**src/rtl/mod_updown_counter.sv**
```systemverilog
// Wrapping up/down counter over 0..MAX; a load overrides any count request.
module mod_updown_counter #(
  parameter int W   = 6,
  parameter int MAX = 23
) (
  input  logic         clk,
  input  logic         rst,
  input  logic         en,
  input  logic         up,
  input  logic         dn,
  input  logic         load,
  input  logic [W-1:0] load_val,
  output logic [W-1:0] count
);

  logic [W-1:0] count_r;
  logic [W-1:0] count_s;

  // Next count: load first, then a single-direction step with wrap.
  always_comb begin
    count_s = count_r;
    if (load) begin
      count_s = load_val;
    end else if (en && up && !dn) begin
      count_s = (count_r == W'(MAX)) ? {W{1'b0}} : count_r + W'(1);
    end else if (en && dn && !up) begin
      count_s = (count_r == {W{1'b0}}) ? W'(MAX) : count_r - W'(1);
    end else begin
      count_s = count_r;
    end
  end

  // Count register.
  always_ff @(posedge clk) begin
    if (!rst) begin
      count_r <= {W{1'b0}};
    end else begin
      count_r <= count_s;
    end
  end

  assign count = count_r;

endmodule

```
**config.mk**
```make
export PLATFORM = sky130hd
export DESIGN_NAME = mod_updown_counter
export DESIGN_NICKNAME = d
export VERILOG_FILES = /design/src/rtl/mod_updown_counter.sv
export SDC_FILE = /design/constraint.sdc
export NUM_CORES = 1
export LEC_CHECK = 0
export CORE_AREA = 2 2 39 41
export CTS_BUF_LIST = sky130_fd_sc_hd__clkbuf_4
export CTS_CLUSTER_SIZE = 25
export DETAILED_ROUTE_END_ITERATION = 6
export DIE_AREA = 0 0 41 43
export PLACE_DENSITY = 0.89
export SKIP_LAST_GASP = 1
export SLEW_MARGIN = 20
export SYNTH_ARGS = -nofsm -noshare
export SYNTH_HDL_FRONTEND = slang
export SYNTH_SLANG_ARGS = --single-unit
```
**constraint.sdc**
```tcl
create_clock -name clk -period 2.85 [get_ports clk]
set_input_delay 0.285 -clock clk [delete_from_list [all_inputs] [get_ports clk]]
set_output_delay 0.285 -clock clk [all_outputs]
set_load 0.01 [all_outputs]
```
==> results of run 1 <==
-- area by class of cell --
cell class,instances,area (um2)
inverter,6,22.52
sequential,6,120.1
multi-input combinational,67,452.9
fill,122,575.6
tap,16,20.02
clock buffer,3,22.52
timing repair buffer,17,170.2
-- cells in the mapped netlist --
cell	count	area share, %
a211o_2	1	1.6
a211oi_1	2	2.4
a21boi_2	1	1.8
a21oi_1	7	5.6
a311oi_1	1	1.4
a31o_2	1	1.4
a31oi_1	3	3.0
and2_1	1	1.0
and3_2	1	1.2
and3b_1	1	1.4
buf_2	1	0.80
buf_6	2	3.6
clkbuf_1	1	0.60
dfxtp_1	6	19
ha_1	3	6.0
inv_1	6	3.6
nand2_1	9	5.4
nand2b_1	1	1.0
nand3_1	1	0.80
nand3b_1	1	1.2
nand4_1	2	2.0
nand4b_1	1	1.4
nor2_1	1	0.60
nor2b_1	1	1.0
nor3_1	3	2.4
nor4b_1	1	1.4
o2111a_1	1	1.8
o21a_1	1	1.2
o21ai_0	12	9.6
o21ai_1	1	0.80
o221ai_1	1	1.4
o31ai_1	2	2.4
o31ai_4	1	3.4
o32ai_1	1	1.4
or3_4	2	3.6
xnor2_1	1	1.4
xor2_1	1	1.4
-- stage by stage --
step | hold WS [ns] | total power [mW] | setup slack [ns] | util (%) | std cells
global placement | 0.5269 | 0.2297 | 1.005 | 56.78 | 112
CTS | 0.5388 | 0.3202 | 1.118 | 58.41 | 115
finish | 0.5436 | 0.3255 | 1.046 | 58.41 | 115
detailed placement | 0.5319 | 0.2343 | 0.9713 | 56.78 | 112
global route | 0.5787 | 0.3411 | 0.8835 | 58.41 | 115
floorplan | 0.4233 | 0.1882 | 1.225 | - | 83
-- layer usage --
layer,wire length [um],track usage (%)
met2,914,36.56
met3,116,5.759
met5,0,0
met4,51,13.33
met1,708,32.79
-- kinds of logic after synthesis --
kind of cell / synth area share (%)
AO/OA/AOI/OAI: 39.12
adder cells (fa/ha/maj): 5.989
buffers and inverters: 8.581
XOR/XNOR: 2.795
AND/OR/NAND/NOR: 24.35
flip-flops: 19.16
-- final timing paths --
| kind | to | cells after the start |
|---|---|---|
| setup / recovery | count[3] | 6 |
| hold / removal | count[5] | 2 |
| setup reg to reg | count[3] | 6 |
| hold reg to reg | count[5] | 2 |
-- cells in the final DEF, fill, tap and decap left out, types with 3 or more instances in the layout --
| cell | instances |
|---|---|
| a21oi_1 | 7 |
| a31oi_1 | 3 |
| clkbuf_4 | 3 |
| clkdlybuf4s50_1 | 17 |
| dfxtp_1 | 6 |
| ha_1 | 3 |
| inv_1 | 6 |
| nand2_1 | 9 |
| nor3_1 | 3 |
| o21ai_0 | 12 |
-- tightest hold or removal path, delay by kind of cell, from the launching register on --
kind	cells	cell delay, ns
AND/OR/NAND/NOR	1	0.08
flip-flops	1	0.35
AO/OA/AOI/OAI	1	0.07
-- power groups by stage --
| stage | sequential, mW | clock, mW | combinational [mW] |
|---|---|---|---|
| after floorplan | 0.107 | 0 | 0.0811 |
| after global placement | 0.112 | 0 | 0.118 |
| after detailed placement | 0.112 | 0 | 0.122 |
| after CTS | 0.111 | 0.0868 | 0.123 |
| after global routing | 0.113 | 0.0924 | 0.135 |
| final | 0.112 | 0.0889 | 0.125 |
==> impl_metrics.csv, run 1 <==
group,metric,value,unit
floorplanning,dieWidth,41,um
timing,tns,0,ns
cts,cts_root_buf,"clkbuf_4",
pwr,leakagePower,0.2910,nW
layout,n_antenna_cell,0,
layout,largest_register_ffs,6,
route,vias,723,
synth,synth.distinct_cells,37,
setup_path,cp_max_fo,7,
floorplanning,core,0.001384,mm2
setup_path,required,2.98,ns
grt,grt-ovfl-total,0,
run,cap_violations,0,
floorplanning,io_pins,18,
pwr,combPwrFrac,38.3,%
hold_path,hold_path_class,"register to register",
setup_path,cp-end-kind,"register",
floorplanning,start_util,45.30,%
pwr,intPower,0.2051,mW
setup_path,critPathArrivalTime,1.94,ns
timing,rsz0062_at_grt,"false",
route,drc,0,
cts,cts_resized,0,
setup_path,worst-r2r-setup-slack,1.05,ns
cts,postCtsSetupBuffers,0,
cts,cts_tree,"built",
synth,syn_area,626.9,um2
grt,grt_start_max_net_pins,14,
timing,finalMaxSlewViolations,0,
synth,synthesis.nets,98,
layout,nNetsFinal,116,
timing,max_slew.worst_pin.slew,0.5837,ns
place,globalplace.congestion,0.9759,
layout,drive_gt1_share,10.10,%
grt,grt_use_total,25.08,%
place,dpl_cell_area,785.8,um2
pwr,seq_power_share,34.4,%
pwr,p_switching,0.1204,mW
pwr,power_density,402.8,mW/mm2
outcome,status,"finished clean",
setup_path,cp_top_family,"simple AND/OR/NAND/NOR gates",
route,first_pass_iters,4,
timing,period_minus_slack,1.804,ns
synth,yosys_warnings,0,
grt,grt_pass1_vias,652,
timing,slew_headroom,60.54,%
setup_path,crit_slowest_cell,"nor4b_1",
route,wire_per_inst,15.57,um
cts,numCtsBuffers,3,
layout,syn_to_final_growth,28.94,%
route,drt_iter0_drc,53,
cts,cts.sinks,6,
route,drt_wl_total,1790,um
timing,period_share,63.31,%
synth,seq_area_frac_synth,19.16,%
setup_path,cp.buffers_inverters,0,
route,antenna_left,0,
grt,grt_pass1_wl,3015,um
place,hpwlAfterDp,1284,um
floorplanning,dieArea,0.001763,mm2
pwr,sw_frac_of_total,36.98,%
synth,avgSynthCellArea,7.552,um2
setup_path,cp_cell_sequence,"ha_1 -> nand2_1 -> nor4b_1 -> o21ai_0 -> nand3_1 -> o31ai_1",
synth,ys_ff_latch,6,
setup_path,path_class,"register to register",
cts,cts_buffer_depth,2,
floorplanning,row_count,14,
place,io_buffers,17,
timing,fmax,0.5542,GHz
setup_path,slowest_delay,0.52,ns
cts,cts_max_level,1,
hold_path,hold_path_startpoint,"count[5]",
setup_path,critPathLaunch,"count[1]",
timing,fin_skew,0.01129,ns
synth,synth_cells,83,
layout,final_area,808.3,um2
setup_path,reg2reg_from,"count[1]",
setup_path,crit_path_start_kind,"register",
pwr,clockPowerShare,27.3,%
grt,antenna_found_initial,0,
timing,hold_violations,0,
cts,clk-insertion-delay-late,0.27,ns
route,via_per_inst,6.287,
cts,ctsHoldBuffers,0,
pwr,irDropWorstVdd,232.4,uV
timing,setup_viol,0,
floorplanning,die_h,43,um
cts,cts.clk_slew.worst_paths,0.05,ns
Power figures use the tool's default switching activity.
==> run 2: changes to the inputs <==
--- a/config.mk
+++ b/config.mk
@@ -5,12 +5,12 @@
 export SDC_FILE = /design/constraint.sdc
 export NUM_CORES = 1
 export LEC_CHECK = 0
-export CORE_AREA = 2 2 39 41
+export CORE_MARGIN = 2
+export CORE_UTILIZATION = 43
 export CTS_BUF_LIST = sky130_fd_sc_hd__clkbuf_4
 export CTS_CLUSTER_SIZE = 25
 export DETAILED_ROUTE_END_ITERATION = 6
-export DIE_AREA = 0 0 41 43
-export PLACE_DENSITY = 0.89
+export PLACE_DENSITY = 0.86
 export SKIP_LAST_GASP = 1
 export SLEW_MARGIN = 20
 export SYNTH_ARGS = -nofsm -noshare
==> constraint.sdc (replaced) <==
create_clock -name clk -period 1.6 [get_ports clk]
set_input_delay 0.16 -clock clk [delete_from_list [all_inputs] [get_ports clk]]
set_output_delay 0.16 -clock clk [all_outputs]
set_load 0.01 [all_outputs]
==> run 2 against run 1 <==
Global-route usage down 3.8 points. Design area up 15%. Sequential share of layout area down 1.7 points. Cell count up 13%. Hold slack worse by 0.072 ns. Wire length up 3.6%. Core utilization up 11 points. Largest cell class unchanged. Highest routed layer unchanged.
==> impl_metrics.csv, run 2 (synthesized netlist as in run 1, its figures left out) <==
group,metric,value,unit
place,placedCellCount,127,
pwr,seq_power_share,28.8,%
setup_path,worst-r2r-setup-slack,0.05,ns
grt,grt_use_total,21.25,%
run,cap_violations,0,
timing,finalMaxSlewViolations,0,
layout,syn_to_final_growth,48.30,%
timing,fin_skew,0.008311,ns
pwr,sw_frac_of_total,34.65,%
cts,numCtsBuffers,3,
setup_path,reg2reg_from,"count[2]",
setup_path,ff2ff_path_depth,5,
floorplanning,io_pins,18,
cts,postCtsSetupBuffers,0,
setup_path,critPathLaunch,"count[2]",
place,io_buffers,17,
timing,setup_viol,0,
outcome,status,"finished clean",
setup_path,critPathArrivalTime,1.70,ns
timing,slew_headroom,79.10,%
setup_path,cp-end-kind,"register",
pwr,intPower,0.4022,mW
route,drt_iter0_drc,26,
cts,cts_root_buf,"clkbuf_4",
setup_path,regToRegEndpoint,"count[5]",
setup_path,crit_path_end,"count[5]",
setup_path,crit_path_start_kind,"register",
grt,grt_pass1_vias,682,
layout,fillers,115,
cts,clk-insertion-delay-late,0.25,ns
floorplanning,die_h,42.18,um
cts,cts_max_level,1,
pwr,combPwrFrac,46.7,%
timing,period_share,96.80,%
route,via_per_inst,5.754,
cts,ctsHoldBuffers,0,
setup_path,path_class,"register to register",
layout,n_antenna_cell,0,
floorplanning,core,0.001334,mm2
pwr,p_total,0.6154,mW
layout,fin_util,69.70,%
pwr,power_density,662.0,mW/mm2
pwr,p_switching,0.2133,mW
place,pre_cts_ws,-0.08431,ns
timing,hold_violations,0,
route,drc,0,
cts,cts_tree,"built",
route,antenna_left,0,
place,globalplace.congestion,0.9149,
grt,grt_pass1_wl,2967,um
floorplanning,start_util,47.00,%
floorplanning,dieArea,0.001779,mm2
grt,grt_busiest_layer,"met2",
grt,antenna_found_initial,0,
layout,nNetsFinal,132,
route,vias,748,
grt,met2_usage,36.00,%
pwr,clockPowerShare,24.5,%
place,dpl_cell_area,904.6,um2
layout,final_cells,130,
grt,grt-ovfl-total,0,
layout,largest_register_ffs,6,
grt,grt_util_met1,27.65,%
pwr,leakagePower,0.3721,nW
floorplanning,dieWidth,42.18,um
route,wire_per_inst,14.26,um
route,drt_wl_total,1854,um
setup_path,required,1.75,ns
grt,grt_start_max_net_pins,13,
cts,cts.clk_slew.worst_paths,0.05,ns
place,hpwlAfterDp,1452,um
timing,max_slew.worst_pin.slew,0.3135,ns
layout,drive_gt1_share,24.35,%
grt,met3_usage,5.603,%
layout,final_common_cell,"clkdlybuf4s50_1",
layout,final_area,929.6,um2
timing,period_minus_slack,1.549,ns
timing,setup_ws,0.05125,ns
cts,cts.sinks,6,
cts,cts_buffer_depth,2,
timing,fmax,0.6457,GHz
timing,rsz0062_at_grt,"true",
pwr,irDropWorstVdd,547.6,uV
setup_path,cp_max_fo,3,
floorplanning,row_count,13,
layout,layout_common_cells,"clkdlybuf4s50_1, buf_4, o21ai_0",
route,first_pass_iters,5,
hold_path,hold_path_class,"input port to register",
[run 2: worst min-delay path by stage]
stage | cells past startpoint | end | slack [ns] | from
2_1_floorplan | 2 | count[0] | 0.30 | rst
3_3_place_gp | 2 | count[5] | 0.52 | count[5]
3_5_place_dp | 2 | count[0] | 0.54 | count[0]
4_1_cts | 3 | count[2] | 0.48 | load_val[2]
5_1_grt | 3 | count[2] | 0.50 | load_val[2]
6_report | 3 | count[2] | 0.47 | load_val[2]
[run 2: power by group through the flow]
stage / sequential, mW / combinational, mW / clock, mW
3_3_place_gp: 0.178 / 0.275 / 0
4_1_cts: 0.177 / 0.284 / 0.146
2_1_floorplan: 0.191 / 0.144 / 0
5_1_grt: 0.180 / 0.313 / 0.153
3_5_place_dp: 0.179 / 0.283 / 0
6_report: 0.177 / 0.287 / 0.151
[run 2: metal layers]
metal / share of wire, % / vias up
met5: 0 / -
met4: 0.43 / 0
met3: 6.4 / 2
met2: 48 / 26
met1: 45 / 343
li1: - / 377
[run 2: area by class of cell]
cell class / count / area [um2] / share of cell area (%)
Inverter: 6 / 22.52 / 2.423
Tap cell: 15 / 18.77 / 2.019
Multi-Input combinational cell: 67 / 452.9 / 48.72
Clock buffer: 3 / 22.52 / 2.423
Timing Repair Buffer: 33 / 290.3 / 31.22
Sequential cell: 6 / 122.6 / 13.19
[run 2: critical path: stages, from the launching register on]
cell      delay [ns]
dfxtp_1         0.31
or3_4           0.39
or3_4           0.36
o31ai_4         0.17
a211oi_1        0.09
o32ai_1         0.12
[run 2: what timing repair did]
action,in CTS,in global routing
hold endpoints to repair,0,0
gates resized for setup,0,3
endpoints found under the setup margin,0,4
[run 2: stage by stage]
step           hold slack, ns  TNS [ns]
2_1_floorplan          0.2983  -0.02456
3_3_place_gp           0.5199  -0.02693
3_5_place_dp           0.5405   -0.2085
4_1_cts                0.4807         0
5_1_grt                0.4993  -0.05989
6_report               0.4716         0
==> run 3: changes to the inputs <==
--- a/config.mk
+++ b/config.mk
@@ -11,6 +11,7 @@
 export CTS_CLUSTER_SIZE = 25
 export DETAILED_ROUTE_END_ITERATION = 6
 export PLACE_DENSITY = 0.86
+export SETUP_SLACK_MARGIN = 0.2
 export SKIP_LAST_GASP = 1
 export SLEW_MARGIN = 20
 export SYNTH_ARGS = -nofsm -noshare
==> run 3 against run 2 <==
Die area stayed put. First-iteration DRC count is 42% higher. Via count is 1.7% lower. Clock power is 4% lower. Maximum frequency is 0.59% higher. Wire length is 1.7% higher. Critical path depth stayed put. Critical endpoint unchanged. Largest cell class unchanged. Largest power group unchanged.
==> impl_metrics.csv, run 3 (synthesized netlist as in run 1, its figures left out) <==
group,metric,value,unit
outcome,status,"finished clean",
cts,numCtsBuffers,3,
floorplanning,die_h,42.18,um
cts,cts_buffer_depth,2,
setup_path,worst-r2r-setup-slack,0.06,ns
floorplanning,dieWidth,42.18,um
grt,grt_pass1_vias,715,
layout,syn_to_final_growth,52.89,%
timing,finalMaxSlewViolations,0,
place,io_buffers,17,
floorplanning,start_util,47.00,%
floorplanning,core,0.001334,mm2
timing,max_slew.worst_pin.slew,0.3098,ns
grt,grt_use_total,22.51,%
timing,tns,0,ns
layout,fillers,114,
layout,nNetsFinal,126,
route,drc,0,
grt,grt_start_max_net_pins,13,
grt,grt_pass1_wl,3125,um
timing,setup_viol,0,
route,wire_per_inst,15.20,um
pwr,power_density,648.6,mW/mm2
route,vias,735,
place,globalplace.congestion,0.8961,
cts,cts.sinks,6,
floorplanning,io_pins,18,
setup_path,required,1.76,ns
timing,rsz0062_at_grt,"true",
timing,hold_violations,0,
setup_path,critPathArrivalTime,1.70,ns
cts,cts_root_buf,"clkbuf_4",
timing,slew_headroom,79.13,%
layout,n_antenna_cell,0,
hold_path,min_path_cells,3,
setup_path,cp_max_fo,3,
route,antenna_left,0,
setup_path,crit_path_start_kind,"register",
setup_path,path_class,"register to register",
layout,largest_register_ffs,6,
route,via_per_inst,5.927,
cts,cts.clk_slew.worst_paths,0.05,ns
timing,fmax,0.6495,GHz
hold_path,hold_path_class,"input port to register",
timing,period_share,96.23,%
place,hpwlAfterDp,1333,um
grt,antenna_found_initial,0,
cts,ctsHoldBuffers,0,
setup_path,cp-end-kind,"register",
floorplanning,row_count,13,
run,cap_violations,0,
layout,drive_gt1_share,32.11,%
route,first_pass_iters,4,
timing,period_minus_slack,1.540,ns
place,dpl_cell_area,853.3,um2
layout,layout_common_cells,"clkdlybuf4s50_1, buf_4, o21ai_0",
pwr,p_total,0.6216,mW
pwr,leakagePower,0.3756,nW
layout,final_area,958.4,um2
cts,cts_tree,"built",
route,drt_iter0_drc,37,
cts,clk-insertion-delay-late,0.25,ns
timing,fin_skew,0.007809,ns
layout,final_common_cell,"clkdlybuf4s50_1",
floorplanning,dieArea,0.001779,mm2
cts,cts_max_level,1,
route,drt_wl_total,1885,um
setup_path,ff2ff_path_depth,5,
pwr,irDropWorstVdd,455.9,uV
grt,grt-ovfl-total,0,
## run 3: cell type report
cell class	count	area (um2)	area share, %
inverter	6	27.53	2.872
timing repair buffer	27	244.0	25.46
sequential	6	128.9	13.45
tap	15	18.77	1.958
multi-input combinational	67	516.7	53.92
clock buffer	3	22.52	2.350
## run 3: metrics by stage
stage	hold slack, ns	cells	setup WS (ns)	util [%]
after floorplan	0.2908	83	-0.01515	-
after global placement	0.5275	118	-0.02524	63.98
after detailed placement	0.5339	118	-0.08701	63.98
after CTS	0.4942	123	0.07238	69.98
after global routing	0.4924	124	0.004678	71.86
final	0.4964	124	0.06034	71.86
## run 3: routing by layer
metal / up-vias / part of all wire, % / global-route usage, %
met2: 33 / 49 / 36.62
met3: 3 / 7.0 / 8.190
met4: 0 / 0.42 / 5.625
met5: - / 0 / 0
met1: 334 / 43 / 27.98
li1: 365 / - / -
## run 3: path summary, 6_finish.rpt
kind | start | to
min reg2reg | count[0] | count[0]
max reg2reg | count[2] | count[5]
max | count[2] | count[5]
min | load_val[2] | count[2]
## run 3: where the power goes
| group | internal, mW | switching [mW] | total, mW |
|---|---|---|---|
| clock network | 0.0852 | 0.0599 | 0.145 |
| logic | 0.148 | 0.143 | 0.291 |
| registers | 0.165 | 0.0205 | 0.186 |
| total | 0.398 | 0.223 | 0.622 |
## run 3: what timing repair did
| action | 4_1_cts | 5_1_grt |
|---|---|---|
| setup buffers | 2 | 1 |
| endpoints found under the setup margin | 9 | 8 |
| resized for setup | 12 | 9 |
| pin swaps | 2 | 2 |
## run 3: critical path, cell delays in order (launching register included)
cell and delay [ns]:
dfxtp_2 0.31, or3_4 0.40, or3_4 0.37, o31ai_4 0.17, a211oi_1 0.10, o32ai_1 0.11
